## src/rtl/cache_mem_arbiter_if.sv

```systemverilog
// Cache-to-memory bus bundle for the cache/RAM arbiter.
//
// Handshake: a cache raises its request (iREN, or dREN/dWEN) together with
// its address and store data, and holds all of them stable until the
// matching wait line drops to 0 for exactly one cycle; load data is valid
// only in that cycle. Dropping the request before then withdraws it with no
// completion. The RAM side is a level interface: enables, address and store
// data are held while ramstate reports FREE/BUSY/ERROR, and the access
// completes in the cycle ramstate reads ACCESS.
interface cache_mem_arbiter_if;
  logic        iREN;
  logic [31:0] iaddr;
  logic        iwait;
  logic [31:0] iload;
  logic        dREN;
  logic        dWEN;
  logic [31:0] daddr;
  logic [31:0] dstore;
  logic        dwait;
  logic [31:0] dload;
  logic        ramREN;
  logic        ramWEN;
  logic [31:0] ramaddr;
  logic [31:0] ramstore;
  logic [31:0] ramload;
  logic [1:0]  ramstate;

  // Arbiter view: serves cache requests, drives the RAM.
  modport slave (
    input  iREN, iaddr, dREN, dWEN, daddr, dstore, ramload, ramstate,
    output iwait, iload, dwait, dload, ramREN, ramWEN, ramaddr, ramstore
  );

  // Environment view: caches plus RAM.
  modport master (
    output iREN, iaddr, dREN, dWEN, daddr, dstore, ramload, ramstate,
    input  iwait, iload, dwait, dload, ramREN, ramWEN, ramaddr, ramstore
  );
endinterface

```

## src/rtl/cache_mem_arbiter.sv

```systemverilog
// Memory-side responder for the instruction and data caches. Serves one
// access at a time on a single-ported RAM, with an IDLE cycle between any
// two grants. Data accesses win by default, but after STARVE_MAX
// consecutive data grants taken while a fetch was waiting, the next grant
// goes to the instruction side. STARVE_MAX must lie in 1..7 (3-bit counter).
module cache_mem_arbiter #(
  parameter int unsigned STARVE_MAX = 4
) (
  input  logic                CLK,
  input  logic                nRST,
  cache_mem_arbiter_if.slave  bus,
  output logic [1:0]          dbg_state,
  output logic [2:0]          dbg_starve_cnt
);

  localparam logic [1:0] IDLE = 2'd0;
  localparam logic [1:0] IACC = 2'd1;
  localparam logic [1:0] DACC = 2'd2;

  localparam logic [1:0] RAM_ACCESS = 2'd2;

  localparam logic [2:0] STARVE_LIM = 3'(STARVE_MAX);

  logic [1:0] state;
  logic [1:0] next_state;
  logic [2:0] starve_cnt;
  logic [2:0] next_starve_cnt;
  logic       d_req;

  assign d_req          = bus.dREN | bus.dWEN;
  assign dbg_state      = state;
  assign dbg_starve_cnt = starve_cnt;

  // State and starvation counter; reset abandons any RAM access at once.
  always_ff @(posedge CLK or negedge nRST) begin
    if (!nRST) begin
      state      <= IDLE;
      starve_cnt <= '0;
    end else begin
      state      <= next_state;
      starve_cnt <= next_starve_cnt;
    end
  end

  // Grant decision, RAM drive and completion pulses, all from current state.
  always_comb begin
    next_state      = state;
    next_starve_cnt = starve_cnt;
    bus.iwait       = 1'b1;
    bus.dwait       = 1'b1;
    bus.iload       = '0;
    bus.dload       = '0;
    bus.ramREN      = 1'b0;
    bus.ramWEN      = 1'b0;
    bus.ramaddr     = '0;
    bus.ramstore    = '0;
    case (state)
      IDLE: begin
        if (d_req && (!bus.iREN || (starve_cnt < STARVE_LIM))) begin
          next_state = DACC;
          // Only data grants that overtake a waiting fetch count as starving.
          if (bus.iREN) next_starve_cnt = starve_cnt + 3'd1;
        end else if (bus.iREN) begin
          next_state      = IACC;
          next_starve_cnt = '0;
        end
      end
      IACC: begin
        bus.ramREN  = 1'b1;
        bus.ramaddr = bus.iaddr;
        // A withdrawn fetch never completes, even if the RAM answers now.
        if (!bus.iREN) begin
          next_state = IDLE;
        end else if (bus.ramstate == RAM_ACCESS) begin
          bus.iwait  = 1'b0;
          bus.iload  = bus.ramload;
          next_state = IDLE;
        end
      end
      DACC: begin
        // Write takes priority when the cache raises both enables.
        if (bus.dWEN) begin
          bus.ramWEN   = 1'b1;
          bus.ramstore = bus.dstore;
        end else begin
          bus.ramREN = 1'b1;
        end
        bus.ramaddr = bus.daddr;
        if (!d_req) begin
          next_state = IDLE;
        end else if (bus.ramstate == RAM_ACCESS) begin
          bus.dwait  = 1'b0;
          bus.dload  = bus.dWEN ? 32'd0 : bus.ramload;
          next_state = IDLE;
        end
      end
      default: next_state = IDLE;
    endcase
  end

endmodule

```

## src/flat_wrapper.sv

```systemverilog
// flat-port wrapper written by rule: the top's interface ports become plain ports
module cache_mem_arbiter_flat 
#(
  parameter int unsigned STARVE_MAX = 4
)
  (CLK, nRST, dbg_state, dbg_starve_cnt, bus_iREN, bus_iaddr, bus_dREN, bus_dWEN, bus_daddr, bus_dstore, bus_ramload, bus_ramstate, bus_iwait, bus_iload, bus_dwait, bus_dload, bus_ramREN, bus_ramWEN, bus_ramaddr, bus_ramstore);
  cache_mem_arbiter_if bus_i ();
  input  logic CLK;
  input  logic nRST;
  output logic [1:0] dbg_state;
  output logic [2:0] dbg_starve_cnt;
  input wire logic [$bits(bus_i.iREN)-1:0] bus_iREN;
  input wire logic [$bits(bus_i.iaddr)-1:0] bus_iaddr;
  input wire logic [$bits(bus_i.dREN)-1:0] bus_dREN;
  input wire logic [$bits(bus_i.dWEN)-1:0] bus_dWEN;
  input wire logic [$bits(bus_i.daddr)-1:0] bus_daddr;
  input wire logic [$bits(bus_i.dstore)-1:0] bus_dstore;
  input wire logic [$bits(bus_i.ramload)-1:0] bus_ramload;
  input wire logic [$bits(bus_i.ramstate)-1:0] bus_ramstate;
  output wire logic [$bits(bus_i.iwait)-1:0] bus_iwait;
  output wire logic [$bits(bus_i.iload)-1:0] bus_iload;
  output wire logic [$bits(bus_i.dwait)-1:0] bus_dwait;
  output wire logic [$bits(bus_i.dload)-1:0] bus_dload;
  output wire logic [$bits(bus_i.ramREN)-1:0] bus_ramREN;
  output wire logic [$bits(bus_i.ramWEN)-1:0] bus_ramWEN;
  output wire logic [$bits(bus_i.ramaddr)-1:0] bus_ramaddr;
  output wire logic [$bits(bus_i.ramstore)-1:0] bus_ramstore;
  assign bus_i.iREN = bus_iREN;
  assign bus_i.iaddr = bus_iaddr;
  assign bus_i.dREN = bus_dREN;
  assign bus_i.dWEN = bus_dWEN;
  assign bus_i.daddr = bus_daddr;
  assign bus_i.dstore = bus_dstore;
  assign bus_i.ramload = bus_ramload;
  assign bus_i.ramstate = bus_ramstate;
  assign bus_iwait = bus_i.iwait;
  assign bus_iload = bus_i.iload;
  assign bus_dwait = bus_i.dwait;
  assign bus_dload = bus_i.dload;
  assign bus_ramREN = bus_i.ramREN;
  assign bus_ramWEN = bus_i.ramWEN;
  assign bus_ramaddr = bus_i.ramaddr;
  assign bus_ramstore = bus_i.ramstore;
  cache_mem_arbiter #(.STARVE_MAX(STARVE_MAX)) u_core (.CLK(CLK), .nRST(nRST), .bus(bus_i), .dbg_state(dbg_state), .dbg_starve_cnt(dbg_starve_cnt));
endmodule
```

## config.mk

```make
export PLATFORM = sky130hd
export DESIGN_NAME = cache_mem_arbiter_flat
export DESIGN_NICKNAME = d
export VERILOG_FILES = /design/src/rtl/cache_mem_arbiter_if.sv /design/src/rtl/cache_mem_arbiter.sv /design/src/flat_wrapper.sv
export SDC_FILE = /design/constraint.sdc
export NUM_CORES = 1
export LEC_CHECK = 0
export BUFFER_PORTS_ARGS = -buffer_cell sky130_fd_sc_hd__clkbuf_2
export CAP_MARGIN = 20
export CORE_AREA = 2 2 105 107
export DETAILED_ROUTE_END_ITERATION = 8
export DIE_AREA = 0 0 107 109
export SYNTH_ARGS = -nofsm -noshare
export SYNTH_HDL_FRONTEND = slang
export SYNTH_SLANG_ARGS = --single-unit
export TNS_END_PERCENT = 50
```

## constraint.sdc

```tcl
create_clock -name CLK -period 1.55 [get_ports CLK]
set_input_delay 0 -clock CLK [delete_from_list [all_inputs] [get_ports CLK]]
set_output_delay 0 -clock CLK [all_outputs]
set_load 0.01 [all_outputs]
```

After elaboration in Yosys (flattened, before gate mapping) --
Cells that the tools add are included. W data, S select, Z words.
Word-level totals: register bits after elaboration 5, bits of input ports 135, output and inout port bits 137, logic and storage cells 42
Operators by class: $add $sub $neg 1, magnitude comparators 1, equal/unequal tests 4, muxes and demuxes 28, bitwise logic cells 1, reductions and logical operators 5
Operators with widths (count):
- $mux W32 | 9
- $pmux W32 S2 | 1
- $mux W2 | 5
- $mux W3 | 3
- $mux W1 | 8
- $pmux W2 S3 | 1
- $eq A2 B2 Y1 const B | 2
- $add A3 B1 Y3 const B | 1
- $lt A3 B3 Y1 const B | 1
- $ne A3 B2 Y1 const B | 1
- $eq A2 B1 Y1 const B | 1
- $logic_not A2 Y1 | 1
- $pmux W1 S2 | 1
- $reduce_and A2 Y1 | 1
- $logic_and A1 B1 Y1 | 1
- $logic_not A1 Y1 | 1
- $logic_or A1 B1 Y1 | 1
- $or A1 B1 Y1 | 1

Depth between registers and ports, before layout --
depth after elaboration 5, depth in mapped cells 7, mapped depth without buffers 5

Worst setup path before layout --
Ideal clock, no wire load.
path kind flip-flop to flip-flop, start register u_core.state[0] (netlist: u_core.dbg_state[0]), end register u_core.state[0] (netlist: u_core.dbg_state[0]), library setup time 0.076 ns, arrival time 1.262 ns, required time 1.474 ns, slack 0.211 ns, stages on the path, launching flop included 7, buffers on the path 1, clock period less this slack 1.339 ns, cell sequence dfrtp_1 inv_1 ha_1 buf_2 o21ai_1 a211o_1 o21ai_1
On the way: longest elaborated chain between the ends 3, elaborated cells on any way between the ends 8, classes of those cells eq/ne: 3; mux: 4; reduce/logical: 1
RTL lines:
- start, declared | line cache_mem_arbiter.sv:24 | logic [1:0] state;
- start signal, assigned | line cache_mem_arbiter.sv:40 | state <= next_state;
- $mux W2
- $mux W2, on equally long branches
- $pmux W2 S3 | line cache_mem_arbiter.sv:57 | case (state)
Parallel ways exist; a longest one is shown, timed or not. A chain may end at the register's enable or synchronous reset.

Worst setup path after layout --
start register u_core.state[1] (netlist: u_core.dbg_state[1]), end output port bus_ramREN
On the way: longest elaborated chain between the ends 2, elaborated cells on any way between the ends 3, classes of those cells eq/ne: 2; mux: 1
RTL lines:
- $eq A2 B2 Y1 / $eq A2 B1 Y1 (equally long branches) | line cache_mem_arbiter.sv:57
- $pmux W1 S2 * | line cache_mem_arbiter.sv:57
- end, declared | line flat_wrapper.sv:24 | output wire logic [$bits(bus_i.ramREN)-1:0] bus_ramREN;
Every way passes the cells marked *; elsewhere a longest branch is shown, timed or not.

==> results.ini <==
[detailed_routing]
ant_nets=0
drc=0
vias=2700
drt_first_pass_iters=4
wire_per_inst_um=14.3
vias_per_cell=4.24
drt-total-wl_um=9130
first_iter_violations=84

[sta]
setup_viol=9
hold_violations=0
max_freq_mhz=630
post-route-min-period_ns=1.59
skew_ns=0.000328
rsz0062_at_grt=yes
tightest_slew_ns=0.450
fin_crit_sh_pct=102
slew_headroom_pct=69.6
setup_ws_ns=-0.0368
drv_slew=0

[critical_path]
critPathKind=flop to primary output
crit_fanout=8
startpoint_type=flop
timing.rr.start=u_core.dbg_state[0]$_DFFE_PN0P_
critical_path_arrival_ns=1.59
setup.worst_path.start=u_core.dbg_state[1]$_DFFE_PN0P_
worstPathRequired_ns=1.55
cp-end-kind=primary output

[finish]
n_fill_cell=1100
postLayoutCellArea_mm2=0.00358
multi_input_area_mm2=0.00149
seq_area_um2=128
nets=638
insertedDiodeCount=0
layout-drive-gt1-share_pct=67.6
area_growth_pct=124

[clock_network]
clockBufferDepth=2
cts_made_buffers=3
cts_sinks=5
cts-root-buf=clkbuf_8
htree_levels=1
clk_pin_slew_ns=0.03
clk_latency_ns=0.22
cts_tree=built

[grt]
grt_max_degree=37
grt_pass1_wl_um=11800
grt_pass1_vias=2406
grt_usage_pct=12.7
antenna_found_initial=0
overflow=0

[place]
post_dp_cell_area_mm2=0.00308
io_buffers=271
gp_congestion=0.711
pre_cts_ws_ns=0.0520
hpwlAfterDp_um=6850

[floorplan]
rows=38
core_area_mm2=0.0106
ioPinCount=272
dieArea_mm2=0.0117
initial_core_util_pct=15.1
die_w_um=107
dieHeight_um=109

[synth]
synth_ff_type=dfrtp_1
synth_most_common_cell=and2_1
synthesis.nets=367
synth_top_area_share_pct=24.6
synth_edf_count=0
avgSynthCellArea_um2=7.04
async_reset_ff_share_pct=100
synthCells=227
ys_warn_count=0
synth_area_mm2=0.00160
yosysTopAreaCell=and2_1
synthDistinctLibCells=29
ys_top_cells_by_area=and2_1, a22oi_1, nor2b_1
ys_ff_latch=5
ys_seq_area_share_pct=7.82
synthTopCellsByCount=and2_1, nor2b_1, a22oi_1, and3_1, buf_2

[power]
fin_total_pwr_mw=4.30
power_density_mw_per_mm2=1200
peakVddDrop_v=0.000725
p_leak_nw=2.12

[job]
drv_cap=0

[run_status]
status=complete, but fails checks
violations=negative setup slack

[min_path]
min_path_type=primary input to async pin

==> routing by layer <==
| layer | global-route usage (%) | routed length [um] |
|---|---|---|
| met3 | 2.15 | 776 |
| met2 | 26.3 | 4950 |
| met1 | 13.8 | 3360 |
| met5 | 0 | 0 |
| met4 | 1.11 | 41 |
==> timing repair <==
action	in CTS	in global routing
buffers inserted	5	0
resized for setup	14	120
cloned	2	6
pin swaps	1	9
endpoints found under the setup margin	129	97
hold buffers	1	0
hold endpoints to repair	5	0
==> sequential cells by signal, indices dropped and copies added (netlist names) <==
signal and count:
u_core.dbg_starve_cnt 3, u_core.dbg_state 2
==> path summary, 6_finish.rpt <==
path	end	slack [ns]	cells after the start
worst max-delay path	bus_ramREN	-0.04	6
worst max register to register	u_core.dbg_state[1]$_DFFE_PN0P_	0.05	6
worst min register to register	u_core.dbg_starve_cnt[1]$_DFFE_PN0P_	0.54	2
max in group asynchronous	u_core.dbg_state[0]$_DFFE_PN0P_	1.28	2
worst min-delay path	u_core.dbg_state[1]$_DFFE_PN0P_	0.13	2
min in group CLK	u_core.dbg_starve_cnt[1]$_DFFE_PN0P_	0.17	3
==> cell type report <==
cell class / instances / area share, %
timing repair buffer: 291 / 48.4
multi-input combinational: 194 / 41.5
tap: 140 / 4.89
sequential: 5 / 3.56
clock buffer: 4 / 1.26
inverter: 3 / 0.384
==> report_power, final <==
| group | internal [mW] | switching, mW |
|---|---|---|
| logic | 1.99 | 1.82 |
| clock network | 0.176 | 0.0604 |
| registers | 0.192 | 0.0608 |
| total | 2.36 | 1.94 |
==> cell usage in the layout (no fill, tap or decap), types with 2 or more instances in the layout <==
cell / n
a22oi_1: 10
a22oi_2: 22
a32oi_1: 2
and2_1: 58
and2_4: 5
and3_1: 32
buf_12: 6
buf_2: 75
buf_4: 5
buf_6: 6
clkbuf_16: 5
clkbuf_2: 191
clkbuf_8: 3
dfrtp_1: 3
dfrtp_2: 2
ha_1: 2
ha_4: 3
nand2_1: 4
nand3_1: 2
nor2_1: 3
nor2_4: 2
nor2b_1: 32
nor2b_2: 2
o21ai_1: 3
==> metrics by stage <==
| stage | hold WS, ns | utilization (%) | setup TNS [ns] | std cells |
|---|---|---|---|---|
| 2_1_floorplan | -0.296 | - | 0 | 227 |
| 3_3_place_gp | -0.183 | 29.0 | 0 | 619 |
| 3_5_place_dp | -0.181 | 29.0 | 0 | 619 |
| 4_1_cts | 0.124 | 31.0 | -1.48 | 631 |
| 5_1_grt | 0.153 | 33.8 | -4.31 | 637 |
| 6_report | 0.127 | 33.8 | -0.0695 | 637 |
==> cells by family after synthesis <==
logic type / Yosys count / synth area share (%)
compound gates: 42 / 19.6
buf+inv: 28 / 11.0
simple gates: 146 / 57.0
fa+ha+maj: 5 / 3.91
mux: 1 / 0.704
flops: 5 / 7.82
==> critical path, stage by stage, from the launching register on <==
cell and delay, ns:
dfrtp_2 0.44, ha_4 0.20, buf_12 0.15, buf_12 0.14, nor2b_4 0.12, o21a_1 0.18
buf_2 0.13
No activity file was read; power rests on OpenSTA's default activity.
